`src/rtl/qlearn_pkg.sv`:
```
// Shared constants and FSM state encoding for the Q-learning update controller.
package qlearn_pkg;

   localparam int unsigned STATES        = 16;
   localparam int unsigned ACTIONS       = 4;
   localparam int unsigned STATES_WIDTH  = 4;
   localparam int unsigned ACTIONS_WIDTH = 2;
   localparam int unsigned DATA_WIDTH    = 16;
   localparam int unsigned ALPHA_SHIFT   = 2;
   localparam int unsigned GAMMA_SHIFT   = 3;

   // Two guard bits hold r + max without overflow before the final reduction.
   localparam int unsigned CALC_WIDTH    = DATA_WIDTH + 2;

   typedef logic [2:0] state_t;

   localparam state_t StIdle  = 3'd0;
   localparam state_t StRead  = 3'd1;
   localparam state_t StLoad  = 3'd2;
   localparam state_t StMax   = 3'd3;
   localparam state_t StCalc  = 3'd4;
   localparam state_t StWrite = 3'd5;
   localparam state_t StDone  = 3'd6;

endpackage

```
`src/rtl/qlearn_max_unit.sv`:
```
// Serial signed max over one action row: load captures the row and seeds the max with
// entry 0, then each enabled cycle compares the next entry.
module qlearn_max_unit
   import qlearn_pkg::*;
(
   input  logic                            clk,
   input  logic                            rst_n,
   input  logic                            i_load,
   input  logic                            i_en,
   input  logic [DATA_WIDTH*ACTIONS-1:0]   i_row,
   output logic signed [DATA_WIDTH-1:0]    o_max,
   output logic                            o_last
);

   logic signed [DATA_WIDTH-1:0] row_q [ACTIONS];
   logic signed [DATA_WIDTH-1:0] max_q;
   logic [ACTIONS_WIDTH-1:0]     idx_q;

   always_ff @(posedge clk or negedge rst_n) begin
      if (!rst_n) begin
         for (int i = 0; i < ACTIONS; i++) row_q[i] <= '0;
         max_q <= '0;
         idx_q <= '0;
      end else if (i_load) begin
         for (int i = 0; i < ACTIONS; i++) row_q[i] <= i_row[i*DATA_WIDTH +: DATA_WIDTH];
         max_q <= $signed(i_row[DATA_WIDTH-1:0]);
         idx_q <= ACTIONS_WIDTH'(1);
      end else if (i_en) begin
         // Strictly greater keeps the lowest index on ties.
         if (row_q[idx_q] > max_q) max_q <= row_q[idx_q];
         if (!o_last) idx_q <= idx_q + ACTIONS_WIDTH'(1);
      end
   end

   assign o_last = (idx_q == ACTIONS_WIDTH'(ACTIONS - 1));
   assign o_max  = max_q;

endmodule

```
`src/rtl/qlearn_update_ctrl.sv`:
```
// One Q-learning update: read Q(s,a) and row Q(s',.), serial max, shift-based update, write.
// Define QLEARN_SAT_EN to saturate the new Q value instead of wrapping it.
module qlearn_update_ctrl
   import qlearn_pkg::*;
(
   input  logic                            clk,
   input  logic                            rst_n,
   input  logic                            i_start,
   input  logic [STATES_WIDTH-1:0]         i_st,
   input  logic [ACTIONS_WIDTH-1:0]        i_at,
   input  logic [STATES_WIDTH-1:0]         i_next_st,
   input  logic [DATA_WIDTH-1:0]           i_reward,
   output logic                            o_busy,
   output logic                            o_done,
   output logic [DATA_WIDTH-1:0]           o_q_new,
   output logic                            o_ram_re,
   output logic                            o_ram_we,
   output logic [STATES_WIDTH-1:0]         o_ram_st,
   output logic [ACTIONS_WIDTH-1:0]        o_ram_at,
   output logic [STATES_WIDTH-1:0]         o_ram_next_st,
   output logic [DATA_WIDTH-1:0]           o_ram_data,
   input  logic [DATA_WIDTH-1:0]           i_ram_q,
   input  logic [DATA_WIDTH*ACTIONS-1:0]   i_ram_next_q
);

   state_t                    state_q, state_d;
   logic [STATES_WIDTH-1:0]   st_q, next_st_q;
   logic [ACTIONS_WIDTH-1:0]  at_q;
   logic [DATA_WIDTH-1:0]     reward_q, q_cur_q, q_new_q, q_red;

   logic signed [DATA_WIDTH-1:0] max_val;
   logic                         max_last;

   logic signed [CALC_WIDTH-1:0] r_e, m_e, q_e, target, delta, q_calc;

   qlearn_max_unit u_max (
      .clk    (clk),
      .rst_n  (rst_n),
      .i_load (state_q == StLoad),
      .i_en   (state_q == StMax),
      .i_row  (i_ram_next_q),
      .o_max  (max_val),
      .o_last (max_last)
   );

   always_comb begin
      state_d = state_q;
      case (state_q)
         StIdle:  if (i_start) state_d = StRead;
         StRead:  state_d = StLoad;
         StLoad:  state_d = StMax;
         StMax:   if (max_last) state_d = StCalc;
         StCalc:  state_d = StWrite;
         StWrite: state_d = StDone;
         StDone:  state_d = StIdle;
         default: state_d = StIdle;
      endcase
   end

   assign r_e    = {{2{reward_q[DATA_WIDTH-1]}}, reward_q};
   assign m_e    = {{2{max_val[DATA_WIDTH-1]}}, max_val};
   assign q_e    = {{2{q_cur_q[DATA_WIDTH-1]}}, q_cur_q};
   assign target = r_e + m_e - (m_e >>> GAMMA_SHIFT);
   assign delta  = target - q_e;
   assign q_calc = q_e + (delta >>> ALPHA_SHIFT);

`ifdef QLEARN_SAT_EN
   always_comb begin
      q_red = q_calc[DATA_WIDTH-1:0];
      // Out of range when the guard bits disagree with the result sign bit.
      if (q_calc[CALC_WIDTH-1:DATA_WIDTH-1] != '0 && q_calc[CALC_WIDTH-1:DATA_WIDTH-1] != '1) begin
         q_red = q_calc[CALC_WIDTH-1] ? {1'b1, {(DATA_WIDTH-1){1'b0}}}
                                      : {1'b0, {(DATA_WIDTH-1){1'b1}}};
      end
   end
`else
   logic unused_guard;
   assign unused_guard = ^q_calc[CALC_WIDTH-1:DATA_WIDTH];
   assign q_red        = q_calc[DATA_WIDTH-1:0];
`endif

   always_ff @(posedge clk or negedge rst_n) begin
      if (!rst_n) begin
         state_q   <= StIdle;
         st_q      <= '0;
         at_q      <= '0;
         next_st_q <= '0;
         reward_q  <= '0;
         q_cur_q   <= '0;
         q_new_q   <= '0;
      end else begin
         state_q <= state_d;
         if (state_q == StIdle && i_start) begin
            st_q      <= i_st;
            at_q      <= i_at;
            next_st_q <= i_next_st;
            reward_q  <= i_reward;
         end
         if (state_q == StLoad) q_cur_q <= i_ram_q;
         if (state_q == StCalc) q_new_q <= q_red;
      end
   end

   assign o_busy        = (state_q != StIdle);
   assign o_done        = (state_q == StDone);
   assign o_ram_re      = (state_q == StRead);
   assign o_ram_we      = (state_q == StWrite);
   assign o_q_new       = q_new_q;
   assign o_ram_data    = q_new_q;
   assign o_ram_st      = st_q;
   assign o_ram_at      = at_q;
   assign o_ram_next_st = next_st_q;

endmodule

```
`config.mk`:
```
export PLATFORM = sky130hd
export DESIGN_NAME = qlearn_update_ctrl
export DESIGN_NICKNAME = d
export VERILOG_FILES = /design/src/rtl/qlearn_pkg.sv /design/src/rtl/qlearn_max_unit.sv /design/src/rtl/qlearn_update_ctrl.sv
export SDC_FILE = /design/constraint.sdc
export NUM_CORES = 1
export LEC_CHECK = 0
export CORE_ASPECT_RATIO = 0.8
export CORE_UTILIZATION = 35
export CTS_CLUSTER_SIZE = 8
export DETAILED_ROUTE_END_ITERATION = 6
export GPL_ROUTABILITY_DRIVEN = 0
export MAX_ROUTING_LAYER = met4
export SYNTH_ARGS = -nofsm -noshare
export SYNTH_HDL_FRONTEND = slang
export SYNTH_SLANG_ARGS = --single-unit
```
`constraint.sdc`:
```
create_clock -name clk -period 6.3 [get_ports clk]
set_clock_uncertainty 0.1 [all_clocks]
set_input_delay 0.63 -clock clk [delete_from_list [all_inputs] [get_ports clk]]
set_output_delay 0.63 -clock clk [all_outputs]
set_load 0.01 [all_outputs]
```
# --- Word level (Yosys, flattened, before mapping) ---
# Cells that the tools add are included.
totals:
  reg_bits: 143
  output_inout_bits: 46
  wordCells: 51
op_classes:
  add_sub_neg: 5
  order_cmp: 2
  eq_ne: 10
  n_mux: 12
  bitwise_logic: 1
  reduce_logical: 8
op_table:
  columns: ["operator", "n"]
  rows:
  - ["$mux W16", 5]
  - ["$bmux W16 S2", 1]
  - ["$pmux W3 S6", 1]
  - ["$sub A17 B13 Y18", 1]
  - ["$sub A18 B16 Y18", 1]
  - ["$add A16 B16 Y17", 1]
  - ["$add A16 B16 Y16", 1]
  - ["$gt A16 B16 Y1", 1]
  - ["$eq A3 B3 Y1 const B", 3]
  - ["$eq A3 B2 Y1 const B", 2]
  - ["$mux W2", 3]
  - ["$mux W3", 2]
  - ["$reduce_and A2 Y1", 3]
  - ["$ne A2 B2 Y1 const B", 2]
  - ["$reduce_bool A2 Y1", 2]
  - ["$eq A3 B1 Y1 const B", 1]
  - ["$ge A3 B3 Y1 const B", 1]
  - ["$logic_not A3 Y1", 1]
  - ["$not A2 Y3", 1]
  - ["$reduce_bool A3 Y1", 1]
  - ["$add A2 B1 Y2 const B", 1]
  - ["$eq A2 B2 Y1 const B", 1]
  - ["$ne A2 B1 Y1 const B", 1]
  - ["$logic_and A1 B1 Y1", 1]

# --- Depth between registers and ports, before layout ---
# Gate-level depths: netlist of the first run.
depth:
  ltp_word: 8
  ltp_mapped: 21
  mapped_depth_nobuf: 21

# --- Modules after synthesis ---
# A second synthesis of the first run with hierarchy kept.
hier_totals:
  hier_cells: 791
  hier_area_um2: 8797.2
modules_own_cells:
  columns: ["module", "instances", "cells_per_inst", "area_per_inst_um2", "seq_area_each_um2"]
  rows:
  - ["qlearn_update_ctrl", 1, 480, 4712.0, 1526.5]
  - ["qlearn_max_unit", 1, 311, 4085.2, 2052.0]

# --- Least setup slack after synthesis of the first run ---
# No wires, ideal clock.
synth_timing:
  path_type: "register -> register"
  from: "reg q_cur_q[2]"
  to: "reg q_new_q[14] (netlist: o_q_new[14])"
  arrival_ns: 4.483
  setup_slack_ns: 1.582
  stages_incl_launch_ff: 18
  n_path_buf: 0
  cell_sequence: "dfrtp_1 > fa_1 > fa_1 > inv_1 > ha_1 > o21a_1 > o31a_1 > a311o_1 > a31o_2 > xor2_1 > ha_1 > a2111oi_0 > o21ai_0 > a221oi_1 > o31ai_1 > a21oi_1 > xor2_1 > o21ai_0"
synth_via:
  elab_chain_cells: 2
synth_rtl:
  columns: ["item", "line_no", "text"]
  rows:
  - ["start: declaration", "qlearn_update_ctrl.sv:29", "logic [DATA_WIDTH-1:0] reward_q, q_cur_q, q_new_q, q_red;"]
  - ["start signal: assignment", "qlearn_update_ctrl.sv:99", "if (state_q == StLoad) q_cur_q <= i_ram_q;"]
  - ["$sub A18 B16 Y18", "qlearn_update_ctrl.sv:64", "assign delta = target - q_e;"]
  - ["$add A16 B16 Y16 (*)", "qlearn_update_ctrl.sv:65", "assign q_calc = q_e + (delta >>> ALPHA_SHIFT);"]
  - ["end signal: assignment", "qlearn_update_ctrl.sv:100", "if (state_q == StCalc) q_new_q <= q_red;"]
  - ["end: declaration", "qlearn_update_ctrl.sv:29", null]
# Every way passes the cells marked *; elsewhere a longest branch is shown, timed or not.
# A chain may end at the register's enable or synchronous reset.

# --- Worst setup path in the final report of the first run ---
layout_timing:
  from: "reg u_max.max_q[3] (netlist: u_max.o_max[3])"
  to: "reg q_new_q[14] (netlist: o_q_new[14])"
layout_via:
  elab_chain_cells: 4
layout_rtl:
  columns: ["item", "line_no", "text"]
  rows:
  - ["start: declaration", "qlearn_max_unit.sv:16", "logic signed [DATA_WIDTH-1:0] max_q;"]
  - ["start signal: assignment", "qlearn_max_unit.sv:26", "max_q <= $signed(i_row[DATA_WIDTH-1:0]);"]
  - ["start signal: assignment", "qlearn_max_unit.sv:30", "if (row_q[idx_q] > max_q) max_q <= row_q[idx_q];"]
  - ["$add A16 B16 Y17", "qlearn_update_ctrl.sv:63", "assign target = r_e + m_e - (m_e >>> GAMMA_SHIFT);"]
  - ["$sub A17 B13 Y18 (*)", "qlearn_update_ctrl.sv:63", null]
  - ["$sub A18 B16 Y18 (*)", "qlearn_update_ctrl.sv:64", null]
  - ["$add A16 B16 Y16 (*)", "qlearn_update_ctrl.sv:65", null]
# Marks and branches as above.

==> flow_metrics.tcl, run 1 <==
set metrics [dict create \
    status "finished clean" \
    numClockSinks 143 \
    antenna_found_initial 0 \
    synth_top_family_by_area "simple AND/OR/NAND/NOR gates" \
    grt_max_degree 108 \
    core-area_um2 23400 \
    num_vias 6299 \
    grt_pass1_wl_um 33300 \
    final_antenna_net_count 0 \
    grt_usage_pct 17.9 \
    syn_to_final_growth_pct 27.9 \
    crit_fanout 4 \
    synth_xor_area_share_pct 2.73 \
    drtIter0Drc 423 \
    diodes 0 \
    critPathMaxStageDelay_ns 0.55 \
    start_util_pct 35.6 \
    synth_cell_type_count 52 \
    synth_compound_area_share_pct 8.18 \
    postCtsSetupBuffers 0 \
    yosys-top-cells-area "dfrtp_1, nand2_1, fa_1" \
    drive_gt1_share_pct 7.67 \
    cts_max_level 4 \
    cts_tree "built" \
    routed_wl_um 19700 \
    crit_path_start_kind "register" \
    ys_warn_count 0 \
    port-buffer-count 154 \
    utilization_pct 45.6 \
    rsz0062_at_grt "false" \
    routed_via_density 4.74 \
    synth_top_area_share_pct 42.9 \
    tns_ns 0 \
    place_ws_ns 1.08 \
    io-pin-count 155 \
    die_h_um 140 \
    clk_path_buf_depth 2 \
    crit_required_ns 6.49 \
    crit_type "reg2reg" \
    drc 0 \
    crit_family "compound AO/OA/AOI/OAI gates" \
    ys_seq_elements 143 \
    ff2ff_setup_slack_ns 0.94 \
    drt_first_pass_iters 5 \
    finalNonFillerCells 1329 \
    insertion_delay_ns 0.43 \
    slew_violations 0 \
    synthAdderAreaFrac_pct 15.0 \
    finalSetupViolCount 0 \
    grt_pass1_vias 6354 \
    clk_pin_slew_worst_paths_ns 0.06 \
    clockRootBuffer "clkbuf_16" \
    worst_slack_ns 0.937 \
    cpMaxStageDelayCell "a221oi_1" \
    dp_hpwl_um 14300 \
    period_share_pct 85.1 \
    synth_top_area_cell "dfrtp_1" \
    synth_edf_count 0 \
    die-area_um2 24400 \
    cts_buffers 17 \
    rows 50 \
    nNetsFinal 1194 \
    cap_viol_max_count 0 \
    slew_headroom_pct 23.0 \
    cp-end-kind "register" \
    synth_mux_area_share_pct 8.57 \
    ys_seq_area_share_pct 42.9 \
    syn_avg_cell_area_um2 9.55 \
    post_cts_resized 0 \
    synth_nets 1063 \
    worst-path-buf-inv 3 \
    cts_hold_buf 0 \
    overflow 0 \
    timing.fmax_ghz 0.186 \
    dominantRegCellSynth "dfrtp_1" \
    post_synth_and_or_nand_nor_area_fraction_pct 16.6 \
    finalHoldViolCount 0 \
    synth_cells 873 \
    critical_path.most_common_cell "inv_1" \
    hp-class "in2async" \
    crit_chain "inv_1 > fa_1 > inv_1 > fa_1 > inv_1 > ha_1 > and3b_1 > o31a_1 > a311o_1 > a31o_2 > xor2_1 > ha_1 > a2111oi_0 > o21ai_0 > a221oi_1 > o31ai_1 > a21oi_1 > xor2_1 > o21ai_0" \
    fin_crit_ns 5.36 \
    arrival_ns 5.56 \
    syn_area_um2 8330 \
    worst_slew_pin_slew_ns 1.16 \
    dp.cells 1297 \
    wl_per_cell_um 14.8 \
    async_flop_share_pct 100 \
    die_w_um 175 \
]
cell usage after synthesis, drive strengths merged, types with 3 or more instances:
cell / number
nand2: 275
nand2b: 6
or3: 3
mux2: 16
xor2: 12
a21oi: 36
xnor2: 14
o21a: 6
nand4: 3
clkbuf: 27
inv: 66
mux4: 16
fa: 32
dfrtp: 143
buf: 21
mux2i: 17
nor3: 7
a2111oi: 4
a21o: 5
nor2: 35
ha: 49
o21ai: 41
nor2b: 5
nand3: 6
final timing paths:
check / start / cells past startpoint / endpoint
min reg2reg: u_max.row_q[6]$_DFFE_PN0P_ / 2 / u_max.row_q[6]$_DFFE_PN0P_
max reg2reg: u_max.o_max[3]$_DFFE_PN0P_ / 19 / o_q_new[14]$_DFFE_PN0P_
min in group clk: u_max.row_q[6]$_DFFE_PN0P_ / 2 / u_max.row_q[6]$_DFFE_PN0P_
max in group asynchronous: rst_n / 2 / u_max.o_max[11]$_DFFE_PN0P_
min: rst_n / 1 / o_ram_st[1]$_DFFE_PN0P_
max: u_max.o_max[3]$_DFFE_PN0P_ / 19 / o_q_new[14]$_DFFE_PN0P_
final cells by class:
type                            count  area, um2
Fill cell                        2264      12700
Multi-Input combinational cell    616       4280
Sequential cell                   143       3580
Timing Repair Buffer              160       1590
Clock buffer                       19        443
Tap cell                          312        390
Inverter                           66        248
Clock inverter                     13        129
placed cells by master, fill, tap and decap left out, types with 3 or more instances in the layout:
master           synthesis  final
nand2_1                275    274
clkdlybuf4s50_1          0    153
dfrtp_1                143    143
inv_1                   65     65
ha_1                    49     49
o21ai_0                 39     39
a21oi_1                 35     35
nor2_1                  35     33
fa_1                    32     32
clkbuf_16                0     17
mux4_2                  16     16
mux2_2                  16     16
mux2i_1                 16     16
xnor2_1                 14     14
xor2_1                  12     12
nor3_1                   7      7
nand2b_1                 6      6
o21a_1                   6      6
nand3_1                  6      6
buf_4                   16      6
nor2b_1                  5      5
a21o_1                   5      5
inv_6                    0      5
a2111oi_0                4      4
clkinv_4                 0      4
or3_1                    3      3
nand4_1                  3      3
cell families after synthesis:
kind of cell | count (synthesis)
xor gates and xnor gates | 26
buffers and inverters | 114
adders and majority gates | 81
DFF | 143
muxes | 49
and+or+nand+nor | 347
AOI/OAI and AO/OA | 113
registers in the layout, summed over array words and instances (netlist names):
name and count:
u_max.o_max 16, reward_q 16, state_q 3, u_max.row_q 64, u_max.idx_q 2, o_q_new 16
o_ram_next_st 4, o_ram_st 4, o_ram_at 2, q_cur_q 16
metrics by stage:
| step | hold WS (ns) | cell area, um2 |
|---|---|---|
| global placement | 0.354 | 10100 |
| floorplan | 0.234 | 8330 |
| detailed placement | 0.359 | 10100 |
| CTS | 0.136 | 10700 |
| global route | 0.170 | 10700 |
| finish | 0.111 | 10700 |
worst reg2reg max path, stage by stage (launching register included):
cell       delay (ns)
dfrtp_1          0.34
inv_1            0.10
fa_1             0.50
inv_1            0.05
fa_1             0.35
inv_1            0.07
ha_1             0.22
and3b_1          0.20
o31a_1           0.30
a311o_1          0.43
a31o_2           0.27
xor2_1           0.15
ha_1             0.34
a2111oi_0        0.48
o21ai_0          0.21
a221oi_1         0.55
o31ai_1          0.13
a21oi_1          0.19
xor2_1           0.15
o21ai_0          0.09
routing by layer:
metal  wire, um  track usage, %  share of wire, %  up-vias
li1           -               -                 -     3116
met1      10400            26.5                53     2992
met2       8040            24.6                41      174
met3        961            3.39               4.9       17
met4        231            5.08               1.2        0
met5          0               -                 0        -
Power of run 1 is left out: the tool's default activity adds up to more than one toggle a clock period on the data nets, which glitch-free logic cannot reach.
==> inputs of run 2 (changes only) <==
--- a/config.mk
+++ b/config.mk
@@ -5,7 +5,6 @@
 export SDC_FILE = /design/constraint.sdc
 export NUM_CORES = 1
 export LEC_CHECK = 0
-export CORE_ASPECT_RATIO = 0.8
 export CORE_UTILIZATION = 35
 export CTS_CLUSTER_SIZE = 8
 export DETAILED_ROUTE_END_ITERATION = 6
==> run 2 against run 1 <==
Compared with the run above: global-route usage down 0.74 points; first-iteration DRC count is 27% lower; final area rose by 0.46%; non-clock buffer count rose by 1; final cell count increased by 0.60%; clock-buffer cell count down 1; worst setup slack improved by 0.23 ns; sequential share of layout area fell by 0.15 points; fmax up 4.4%; hold slack worse by 0.021 ns; utilization up 0.20 points; critical path depth unchanged; highest routed layer unchanged.
==> flow_metrics.tcl, run 2 (synthesis results as in run 1) <==
set metrics [dict create \
    status "finished clean" \
    top_layer "met4" \
    regMostFlops "u_max.row_q" \
    antenna_found_initial 0 \
    rsz0062_at_grt "false" \
    cts_tree "built" \
    mostFrequentLayoutCell "nand2_1" \
    final_cell_mix "nand2_1, clkdlybuf4s50_1, dfrtp_1" \
    cp.depth 19 \
    timing.fmax_ghz 0.195 \
    hp-class "in2async" \
    die-area_um2 24400 \
    finalHoldViolCount 0 \
    grt_max_degree 99 \
    crit_type "reg2reg" \
    crit_fanout 4 \
    clk_path_buf_depth 2 \
    cpMaxStageDelayCell "fa_1" \
    cts_max_level 4 \
    port-buffer-count 154 \
    insertion_delay_ns 0.42 \
    routed_wl_um 19100 \
    clockRootBuffer "clkbuf_16" \
    worst-path-buf-inv 3 \
    crit_required_ns 6.50 \
    wl_per_cell_um 14.3 \
    crit_path_start_kind "register" \
    multi_input_area_um2 4280 \
    drt_first_pass_iters 4 \
    num_vias 6152 \
    syn_to_final_growth_pct 28.5 \
    cp-end-kind "register" \
    cts_buffers 17 \
    post_cts_resized 0 \
    overflow 0 \
    nNetsFinal 1195 \
    tns_ns 0 \
    crit_chain "inv_1 > fa_1 > inv_1 > fa_1 > inv_1 > ha_1 > and3b_1 > o31a_1 > a311o_1 > a31o_2 > xor2_1 > ha_1 > a2111oi_0 > o21ai_0 > a221oi_1 > o21bai_1 > a21oi_1 > xor2_1 > o21ai_0" \
    cap_viol_max_count 0 \
    worst_slew_pin_slew_ns 1.01 \
    dp_hpwl_um 14200 \
    arrival_ns 5.33 \
    met3_length_um 735 \
    wl_met1_um 9930 \
    ff2ff_path_depth 19 \
    die_w_um 156 \
    slew_violations 0 \
    slew_headroom_pct 32.6 \
    critPathMaxStageDelay_ns 0.51 \
    route.met2.wl_um 8260 \
    drive_gt1_share_pct 7.86 \
    postCtsSetupBuffers 0 \
    start_util_pct 35.6 \
    grt_pass1_vias 6191 \
    crit_family "compound AO/OA/AOI/OAI gates" \
    fillers 2319 \
    ff2ff_setup_slack_ns 1.17 \
    routed_via_density 4.60 \
    period_share_pct 81.5 \
    drtIter0Drc 307 \
    fin_crit_ns 5.13 \
    drc 0 \
    die_h_um 156 \
    numClockSinks 143 \
    rows 56 \
    grt_usage_pct 17.1 \
    diodes 0 \
    largest_reg_flops 64 \
    register_area_um2 3580 \
    core-area_um2 23400 \
    cts_hold_buf 0 \
    critical_path.most_common_cell "inv_1" \
    grt_pass1_wl_um 31600 \
    clk_pin_slew_worst_paths_ns 0.06 \
    io-pin-count 155 \
    final_antenna_net_count 0 \
    finalSetupViolCount 0 \
]
-- run 2: changes by cell type in the layout (fill, tap and decap cells not counted) --
cell       delta
clkinv_2      +4
buf_4         +1
clkinv_4      -2
clkbuf_1      -1
inv_6         -3
bufinv_16     +2
-- run 2: path summary, 6_finish.rpt --
kind,from,to
min in group clk,u_max.row_q[2]$_DFFE_PN0P_,u_max.row_q[2]$_DFFE_PN0P_
worst min-delay path,rst_n,o_ram_st[1]$_DFFE_PN0P_
worst max-delay path,u_max.o_max[3]$_DFFE_PN0P_,o_q_new[12]$_DFFE_PN0P_
worst min register to register,u_max.row_q[2]$_DFFE_PN0P_,u_max.row_q[2]$_DFFE_PN0P_
max in group asynchronous,rst_n,u_max.o_max[6]$_DFFE_PN0P_
worst max register to register,u_max.o_max[3]$_DFFE_PN0P_,o_q_new[12]$_DFFE_PN0P_
-- run 2: stage by stage --
| stage | hold slack [ns] | setup WS (ns) | instance area (um2) | utilization [%] | instances |
|---|---|---|---|---|---|
| after floorplan | 0.234 | 1.58 | 8330 | - | 873 |
| after global placement | 0.353 | 1.23 | 10100 | 43.2 | 1305 |
| after detailed placement | 0.359 | 1.19 | 10100 | 43.2 | 1305 |
| after CTS | 0.115 | 1.10 | 10700 | 45.8 | 1337 |
| after global routing | 0.138 | 0.707 | 10700 | 45.8 | 1337 |
| final | 0.0899 | 1.17 | 10700 | 45.8 | 1337 |
-- run 2: final cells by class --
cell class	instances	share of cell area [%]
multi-input cells	616	40.0
repair buffers	161	14.9
clock inverters	14	1.54
clock buffers	18	4.10
well taps	319	3.73
flip-flops and latches	143	33.4
inverters	66	2.31
-- run 2: worst reg2reg max path: stages, from the launching register on --
cell       delay, ns
dfrtp_1         0.35
inv_1           0.11
fa_1            0.51
inv_1           0.05
fa_1            0.36
inv_1           0.07
ha_1            0.22
and3b_1         0.19
o31a_1          0.30
a311o_1         0.44
a31o_2          0.27
xor2_1          0.14
ha_1            0.34
a2111oi_0       0.35
o21ai_0         0.21
a221oi_1        0.48
o21bai_1        0.11
a21oi_1         0.19
xor2_1          0.16
o21ai_0         0.08
-- run 2: metal layers --
layer	vias to the layer above	track usage [%]
met1	2886	24.6
li1	3115	-
met4	0	4.48
met3	17	2.88
met5	-	-
met2	134	24.9
Power of run 2 is left out for the same reason.
